<file path="src/rtl/ai_seq.sv">
// ai_seq: batch sequencer that loads host samples into input memory, then streams addresses through a LAT-cycle array into output memory
module ai_seq #(
    parameter int WIDTH = 32,
    parameter int N_IN  = 2,
    parameter int LAT   = 3
) (
    input  logic                  clk,
    input  logic                  rst,
    input  logic                  start,
    input  logic [7:0]            n,
    input  logic                  in_valid,
    output logic                  in_ready,
    input  logic [N_IN*WIDTH-1:0] in_data,
    output logic                  wr,
    output logic [7:0]            addr_i,
    output logic [N_IN*WIDTH-1:0] i,
    output logic                  o_wr,
    output logic [7:0]            addr_o,
    output logic                  busy,
    output logic                  done
);
    typedef enum logic [2:0] {IDLE, LOAD, RUN, DRAIN, DONE} state_t;
    state_t state_q, state_d;
    logic [7:0] n_q, n_d, cnt_q, cnt_d, addr_i_q, addr_i_d;
    logic wr_q, wr_d, issue_q, issue_d, done_q, done_d;
    logic [N_IN*WIDTH-1:0] i_q, i_d;
    logic [LAT-1:0] v_q;
    logic [LAT-1:0][7:0] a_q;
    logic last;

    assign last     = cnt_q == n_q - 8'd1;
    assign in_ready = state_q == LOAD;
    assign busy     = state_q inside {LOAD, RUN, DRAIN};
    assign wr       = wr_q;
    assign addr_i   = addr_i_q;
    assign i        = i_q;
    assign done     = done_q;
    assign o_wr     = v_q[LAT-1];
    assign addr_o   = a_q[LAT-1];

    always_comb begin
        state_d  = state_q;
        n_d      = n_q;
        cnt_d    = cnt_q;
        addr_i_d = addr_i_q;
        i_d      = i_q;
        wr_d     = 1'b0;
        issue_d  = 1'b0;
        done_d   = 1'b0;
        case (state_q)
            IDLE: if (start) begin
                if (n == 8'd0) done_d = 1'b1;
                else begin
                    n_d     = n;
                    cnt_d   = 8'd0;
                    state_d = LOAD;
                end
            end
            LOAD: if (in_valid) begin
                wr_d     = 1'b1;
                addr_i_d = cnt_q;
                i_d      = in_data;
                cnt_d    = last ? 8'd0 : cnt_q + 8'd1;
                state_d  = last ? RUN : LOAD;
            end
            RUN: begin
                // counter parks on n-1 so addr_i holds the last address through DRAIN
                issue_d  = 1'b1;
                addr_i_d = cnt_q;
                cnt_d    = last ? cnt_q : cnt_q + 8'd1;
                state_d  = last ? DRAIN : RUN;
            end
            DRAIN: if (o_wr && addr_o == n_q - 8'd1) begin
                done_d  = 1'b1;
                state_d = DONE;
            end
            DONE: state_d = IDLE;
            default: state_d = IDLE;
        endcase
    end

    always_ff @(posedge clk) begin
        if (rst) begin
            state_q  <= IDLE;
            n_q      <= '0;
            cnt_q    <= '0;
            addr_i_q <= '0;
            i_q      <= '0;
            wr_q     <= 1'b0;
            issue_q  <= 1'b0;
            done_q   <= 1'b0;
            v_q      <= '0;
            a_q      <= '0;
        end else begin
            state_q  <= state_d;
            n_q      <= n_d;
            cnt_q    <= cnt_d;
            addr_i_q <= addr_i_d;
            i_q      <= i_d;
            wr_q     <= wr_d;
            issue_q  <= issue_d;
            done_q   <= done_d;
            v_q[0]   <= issue_q;
            a_q[0]   <= addr_i_q;
            for (int j = 1; j < LAT; j++) begin
                v_q[j] <= v_q[j-1];
                a_q[j] <= a_q[j-1];
            end
        end
    end
endmodule

</file>
<file path="config.mk">
export PLATFORM = sky130hd
export DESIGN_NAME = ai_seq
export DESIGN_NICKNAME = d
export VERILOG_FILES = /design/src/rtl/ai_seq.sv
export SDC_FILE = /design/constraint.sdc
export NUM_CORES = 1
export LEC_CHECK = 0
export CORE_MARGIN = 2
export CORE_UTILIZATION = 41
export DETAILED_ROUTE_END_ITERATION = 16
export MAX_ROUTING_LAYER = met4
export PLACE_DENSITY = 0.81
export REMOVE_ABC_BUFFERS = 1
export SLEW_MARGIN = 40
export SYNTH_ARGS = -nofsm -noshare
export SYNTH_HDL_FRONTEND = slang
export SYNTH_SLANG_ARGS = --single-unit
</file>
<file path="constraint.sdc">
create_clock -name clk -period 2.7 [get_ports clk]
set_input_delay 0.54 -clock clk [delete_from_list [all_inputs] [get_ports clk]]
set_output_delay 0.54 -clock clk [all_outputs]
set_load 0.01 [all_outputs]
</file>
==> impl_results.md, run 1 <==
- Arr. time, crit path: 2.84 ns
- Drt first-iter violations: 236
- Wire length of the first global-routing pass: 20.9 mm
- Number of buffers on the longest clock path: 2
- Overall power consumption: 4620 uW
- Min cycle time layout: 2.55 ns
- Fraction of synthesized cell area taken by the top area cell type: 51.0%
- Remaining routing DRC violations: 0
- Setup repair after global routing missed its margin: no
- Detail-routed net length per standard cell: 15.3 um
- Final-layout worst hold slack: 0.429 ns
- Final Hold Vio Count: 0
- Chip Height: 112 um
- Starting utilization of the core area: 41.8%
- Highest net fanout along the worst path: 9
- Total area of multi-input combinational cells: 2110 um2
- Via-per-instance ratio: 5.09
- Number of warnings reported in the yosys synthesis log: 0
- Commonest cells in the synthesized netlist: 134 x nand2_1, 121 x dfxtp_1, 66 x a21oi_1
- Seq/Total Area, Yosys: 51.0%
- Top_reg_cell synth: dfxtp_1
- Cell variety after synth: 54
- Per-instance average area after synthesis: 8.60 um2
- Clock tree from TritonCTS: built
- Final worst slack: 0.155 ns
- Vias: 4325
- Netlist area before placement: 4750 um2
- Final-layout fill cell count: 938
- DRT antenna net count: 0
- Final cycle utilization of the critical path: 94.3%
- Sequential standard cell area: 2420 um2
- Class of the most critical hold timing path: input port to register
- Critical path class: register to register
- Flip-flop and latch count after synthesis: 121
- Total Routing Usage GR: 21.7%
- Number of max-capacitance violations reported: 0
- Worst Clk Skew: 0.00699 ns
- Core Area: 11400 um2
- Setup violations, final: 0
- Worst skew pair latency: 0.41 ns
- P_leak: 0.00260 uW
- CTS buffer count: 17
- Worst-case headroom to the max-slew limit: 68.5%
- Launching element type of the critical path: register
- Crit. End Element: register
- Most repeated cell in the gate-level netlist after synthesis: nand2_1
- Fraction of layout cells with a size suffix above 1: 7.07%
- Clock slew at reported path FFs: 0.05 ns
- Ratio of total power to cell area: 659 nW/um2
- Die area: 12500 um2
- Setup slack after placement: -0.0407 ns
- CTS root buffer: clkbuf_16
- Post-CTS Hold Buffers: 0
- Transition at the pin with the smallest max-transition slack: 0.473 ns
- Result of the run: completed
- Die width: 112 um
- Cells after Synth: 552
- Top cells by area, synth: dfxtp_1 51%, nand2_1 11%, a21oi_1 7.0%, mux2i_1 3.8%, nor2b_1 3.7%
- Total number of clock tree sinks: 121
- Async set-or-reset flop fraction in the synthesized netlist: 0%
- Maximum clock frequency: 393 MHz
- Port buffer count: 160
- Half-perimeter wire length after detailed placement: 8.89 mm
- Worst ir drop on vdd: 0.545 mV
- H-tree depth reported by CTS: 4
- Count of flip-flops with a built-in enable after synthesis: 0
- Final weighted congestion in routability-driven placement: 0.815
- Final wirelength: 13.0 mm
- Placed cell count: 820
- Final standard cell count with taps included and fillers excluded: 850
- Final Net Count: 774
- Final core utilization: 61.7%
- Number of slew-limit violations in the final report: 0
- Largest net degree at the start of global routing: 106
- Number of global-route vias before repair: 4453
- Number of standard-cell rows in the floorplan: 39
- Total gr overflow: 0
- First-pass detailed-route iteration total: 4
- Antenna violations before repair: 0
- Cell type with the largest total area after synthesis: dfxtp_1
- Syn-to-layout area delta: 47.8%
- Data required time of the critical path: 3.00 ns
- Number of I/O pins: 161
- Number of antenna repair diodes: 0
[metrics by stage]
stage          TNS, ns  instance area [um2]
2_1_floorplan        0                 4540
3_3_place_gp         0                 6440
3_5_place_dp   -0.0407                 6440
4_1_cts              0                 7010
5_1_grt              0                 7020
6_report             0                 7020
[registers in the layout (all words and copies together), names as in the netlist]
register	cells
i	64
a_q	16
addr_i	8
addr_o	8
cnt_q	8
n_q	8
state_q	3
v_q	3
done	1
issue_q	1
wr	1
[kinds of logic (layout without fill, tap and decap cells)]
| kind of cell | count (synthesis) | in the layout | share of synthesized area [%] |
|---|---|---|---|
| multiplexers | 19 | 19 | 4.03 |
| adder cells (fa/ha/maj) | 2 | 2 | 0.527 |
| AO/OA/AOI/OAI | 103 | 103 | 12.9 |
| AND/OR/NAND/NOR | 240 | 240 | 23.8 |
| flip-flops | 121 | 121 | 51.0 |
| XOR/XNOR | 16 | 16 | 2.95 |
| buffers and inverters | 51 | 206 | 4.79 |
[worst max-delay path, stage by stage, from the launching register on]
cell and delay [ns]:
dfxtp_1 0.42, or4_4 0.62, o21ai_2 0.16, o2111ai_1 0.17, nor4_4 0.40, and2_1 0.26
o21ai_1 0.13, a32o_1 0.27
[final timing paths]
| check | from | slack (ns) | cells after the start | endpoint |
|---|---|---|---|---|
| setup / recovery | n_q[2] | 0.15 | 7 | cnt_q[0] |
| hold / removal | rst | 0.43 | 2 | addr_i[0] |
| hold reg to reg | a_q[13] | 0.44 | 1 | addr_o[5] |
| setup reg to reg | n_q[2] | 0.15 | 7 | cnt_q[0] |
[where the power goes]
group          switching [uW]  internal (uW)  leakage (uW)  total, uW
Sequential               44.2           1840      0.000982       1880
Combinational             238            282       0.00134        520
Clock                     766           1460      0.000279       2220
[area by class of cell]
cell class                 instances  area share [%]
sequential                       121            34.5
multi-input combinational        380            30.0
timing repair buffer             170            24.4
clock buffer                      21            6.42
tap                              143            2.55
clock inverter                     9            1.78
inverter                           6           0.321
[layout by cell type (no fill, tap or decap), types with 2 or more instances in the layout]
master / synthesis / layout
clkinvlp_4: 0 / 2
ha_1: 2 / 2
nor2b_1: 28 / 28
a21oi_1: 66 / 66
a211o_1: 4 / 4
buf_4: 9 / 8
mux2i_1: 18 / 18
nor3_1: 3 / 3
a31o_2: 2 / 2
o21ai_1: 2 / 3
or4_1: 3 / 3
xnor2_1: 11 / 11
nand2_1: 134 / 133
clkbuf_16: 0 / 17
nand3_1: 3 / 3
o211ai_1: 3 / 3
nor3b_1: 2 / 2
o31ai_1: 3 / 3
clkdlybuf4s50_1: 0 / 159
clkbuf_1: 32 / 3
nand2b_1: 7 / 7
buf_12: 0 / 3
nand3b_1: 3 / 3
bufinv_16: 0 / 3
nor4_1: 2 / 2
nor2_1: 33 / 33
a31oi_1: 4 / 3
nand4_1: 9 / 9
inv_1: 6 / 6
and2_1: 4 / 3
clkinv_2: 0 / 4
dfxtp_1: 121 / 121
xor2_1: 5 / 5
o21ai_0: 5 / 4
[timing repair]
item / in CTS / in global routing
gates resized for setup: 0 / 2
setup buffers: 0 / 0
endpoints found under the setup margin: 0 / 8
[layer usage]
metal	track usage, %	up-vias	part of all wire [%]
met5	-	-	0
met4	5.93	0	1.4
met3	10.6	18	9.0
met2	36.1	153	49
met1	23.0	2025	41
li1	-	2129	-
(Power assumes the default switching activity.)
==> inputs of run 2 (changes only) <==
SETUP_SLACK_MARGIN = 0.02   (was not set)
==> run 2 against run 1 <==
Total power is essentially flat. Critical path type unchanged. Clock power is essentially flat. Critical path depth is the same. Sequential power is essentially flat. Clock skew is essentially flat. Sequential share of layout area is essentially flat.
==> impl_results.md, run 2 (synthesized netlist as in run 1, its figures left out) <==
- Die area: 12500 um2 (unchanged)
- Setup repair after global routing missed its margin: no
- Min cycle time layout: 2.51 ns (-0.0398 ns)
- Highest net fanout along the worst path: 9 (unchanged)
- CTS root buffer: clkbuf_16
- Detail-routed net length per standard cell: 15.3 um (about the same)
- Crit. End Element: register
- Setup slack, reg-to-reg: 0.19 ns (+0.04 ns)
- Commonest non-fill, non-tap cell in the layout: clkdlybuf4s50_1
- Core Area: 11400 um2 (unchanged)
- Post-CTS Hold Buffers: 0 (unchanged)
- Class of the most critical hold timing path: input port to register
- Total area of multi-input combinational cells: 2110 um2 (+0.12%)
- Chip Height: 112 um (unchanged)
- Sequential standard cell area: 2420 um2 (unchanged)
- Clock tree from TritonCTS: built
- Final wirelength: 13.0 mm (about the same)
- Number of buffers inserted by post-CTS setup repair: 0 (unchanged)
- Worst-case headroom to the max-slew limit: 69.2% (+0.68 points)
- Number of antenna repair diodes: 0 (unchanged)
- Starting utilization of the core area: 41.8% (unchanged)
- Vias: 4320 (-0.12%)
- Maximum clock frequency: 399 MHz (+1.6%)
- H-tree depth reported by CTS: 4 (unchanged)
- Arr. time, crit path: 2.80 ns (-0.04 ns)
- Total Routing Usage GR: 21.7% (about the same)
- Reg2Reg Launch Point: n_q[2]
- Die width: 112 um (unchanged)
- Syn-to-layout area delta: 47.9% (about the same)
- Switching power as a share of total power: 22.7% (about the same)
- Worst-case reg-to-reg path depth: 7 (unchanged)
- Total number of clock tree sinks: 121 (unchanged)
- Via-per-instance ratio: 5.08 (-0.12%)
- Launching element type of the critical path: register
- Drt first-iter violations: 243 (+3.0%)
- Final weighted congestion in routability-driven placement: 0.815 (unchanged)
- Most used cells in the layout excluding fill and tap cells: 159 x clkdlybuf4s50_1, 133 x nand2_1, 121 x dfxtp_1, 66 x a21oi_1, 33 x nor2_1
- Result of the run: completed
- Setup tns final: 0 ns (unchanged)
- Transition at the pin with the smallest max-transition slack: 0.463 ns (-0.0101 ns)
- Number of I/O pins: 161 (unchanged)
- Number of global-route vias before repair: 4459 (+0.13%)
- Design internal power: 3580 uW (about the same)
- Final standard cell area without fillers: 7020 um2 (about the same)
- Post-DP Area: 6440 um2 (unchanged)
- Critical path class: register to register
- Number of buffers on the longest clock path: 2 (unchanged)
- Depth of the worst hold-timing path: 2 (unchanged)
- Sw power: 1050 uW (about the same)
- Final cycle utilization of the critical path: 92.8% (-1.5 points)
- Data required time of the critical path: 3.00 ns (about the same)
- Number of slew-limit violations in the final report: 0 (unchanged)
- Final Net Count: 774 (unchanged)
- First-pass detailed-route iteration total: 4 (unchanged)
- Relative contribution of sequential cells to total power: 40.7% (about the same)
- Power share of the combinational group: 11.3% (about the same)
- Fraction of layout cells with a size suffix above 1: 7.21% (+0.14 points)
- Antenna violations before repair: 0 (unchanged)
- Final Hold Vio Count: 0 (unchanged)
- Setup violations, final: 0 (unchanged)
- Worst ir drop on vdd: 0.546 mV (about the same)
- Half-perimeter wire length after detailed placement: 8.89 mm (unchanged)
- Port buffer count: 160 (unchanged)
- Largest net degree at the start of global routing: 106 (unchanged)
- Number of max-capacitance violations reported: 0 (unchanged)
- Worst Clk Skew: 0.00679 ns (-0.000198 ns)
- Largest register FFs: 64 (unchanged)
- Clock slew at reported path FFs: 0.05 ns (about the same)
- Worst skew pair latency: 0.41 ns (about the same)
- Reg2reg end: cnt_q[0]
- Final-layout fill cell count: 938 (unchanged)
- Worst hold endpoint: addr_i[0]
- Ratio of total power to cell area: 659 nW/um2 (about the same)
- P_leak: 0.00260 uW (about the same)
- DRT antenna net count: 0 (unchanged)
- Launch point of the worst hold path: rst
- Wire length of the first global-routing pass: 21.0 mm (about the same)
- Remaining routing DRC violations: 0 (unchanged)
- CTS buffer count: 17 (unchanged)
- Clock share of power: 48.0% (about the same)
- Number of standard-cell rows in the floorplan: 39 (unchanged)
- Total gr overflow: 0 (unchanged)
## run 2: cell counts in the layout (fill, tap and decap cells not counted)
Identical to the previous run, type by type.
## run 2: power by group through the flow
stage / Clock, uW / Sequential, uW / Combinational [uW]
final: 2220 / 1880 / 521
after global routing: 2350 / 1890 / 567
after CTS: 2260 / 1880 / 522
after detailed placement: 0 / 1920 / 515
after global placement: 0 / 1910 / 500
after floorplan: 0 / 1930 / 203
## run 2: through the flow
step | util, % | setup WS [ns] | hold WS (ns) | total power (uW) | instances
6_report | 61.8 | 0.194 | 0.427 | 4630 | 850
5_1_grt | 61.8 | 0.0260 | 0.417 | 4800 | 850
4_1_cts | 61.7 | 0.0560 | 0.408 | 4670 | 850
3_5_place_dp | 56.6 | -0.0407 | 0.426 | 2430 | 820
3_3_place_gp | 56.6 | 0.0696 | 0.417 | 2420 | 820
2_1_floorplan | - | 0.214 | 0.414 | 2130 | 507
## run 2: timing repair
item | CTS | global route
gates resized for setup | 1 | 2
endpoints found under the setup margin | 1 | 10
hold endpoints to repair | 0 | 0
gates cloned | 0 | 0
pin swaps | 0 | 1
## run 2: layout make-up
cell class | instances | area share (%)
flip-flops and latches | 121 | 34.5
multi-input cells | 380 | 30.1
repair buffers | 170 | 24.4
clock buffers | 21 | 6.41
well taps | 143 | 2.55
clock inverters | 9 | 1.78
inverters | 6 | 0.321
## run 2: how the worst max path moves through the flow
stage | slack, ns | startpoint | end
CTS | 0.06 | n_q[1] | cnt_q[0]
global route | 0.03 | n_q[2] | cnt_q[0]
finish | 0.19 | n_q[2] | cnt_q[0]
global placement | 0.07 | n[6] | cnt_q[4]
floorplan | 0.21 | n[5] | cnt_q[6]
detailed placement | -0.04 | n[5] | cnt_q[4]
## run 2: worst max-delay path: stages (launching register included)
cell     delay, ns
dfxtp_1       0.42
or4_4         0.62
o41ai_1       0.25
a31oi_1       0.17
nor4_4        0.27
and2_1        0.26
o21ai_1       0.13
a32o_1        0.27
## run 2: layer usage
layer	wire length (um)	track usage [%]
met5	0	-
met4	159	5.93
met3	1190	10.6
met2	6380	36.2
met1	5240	23.0
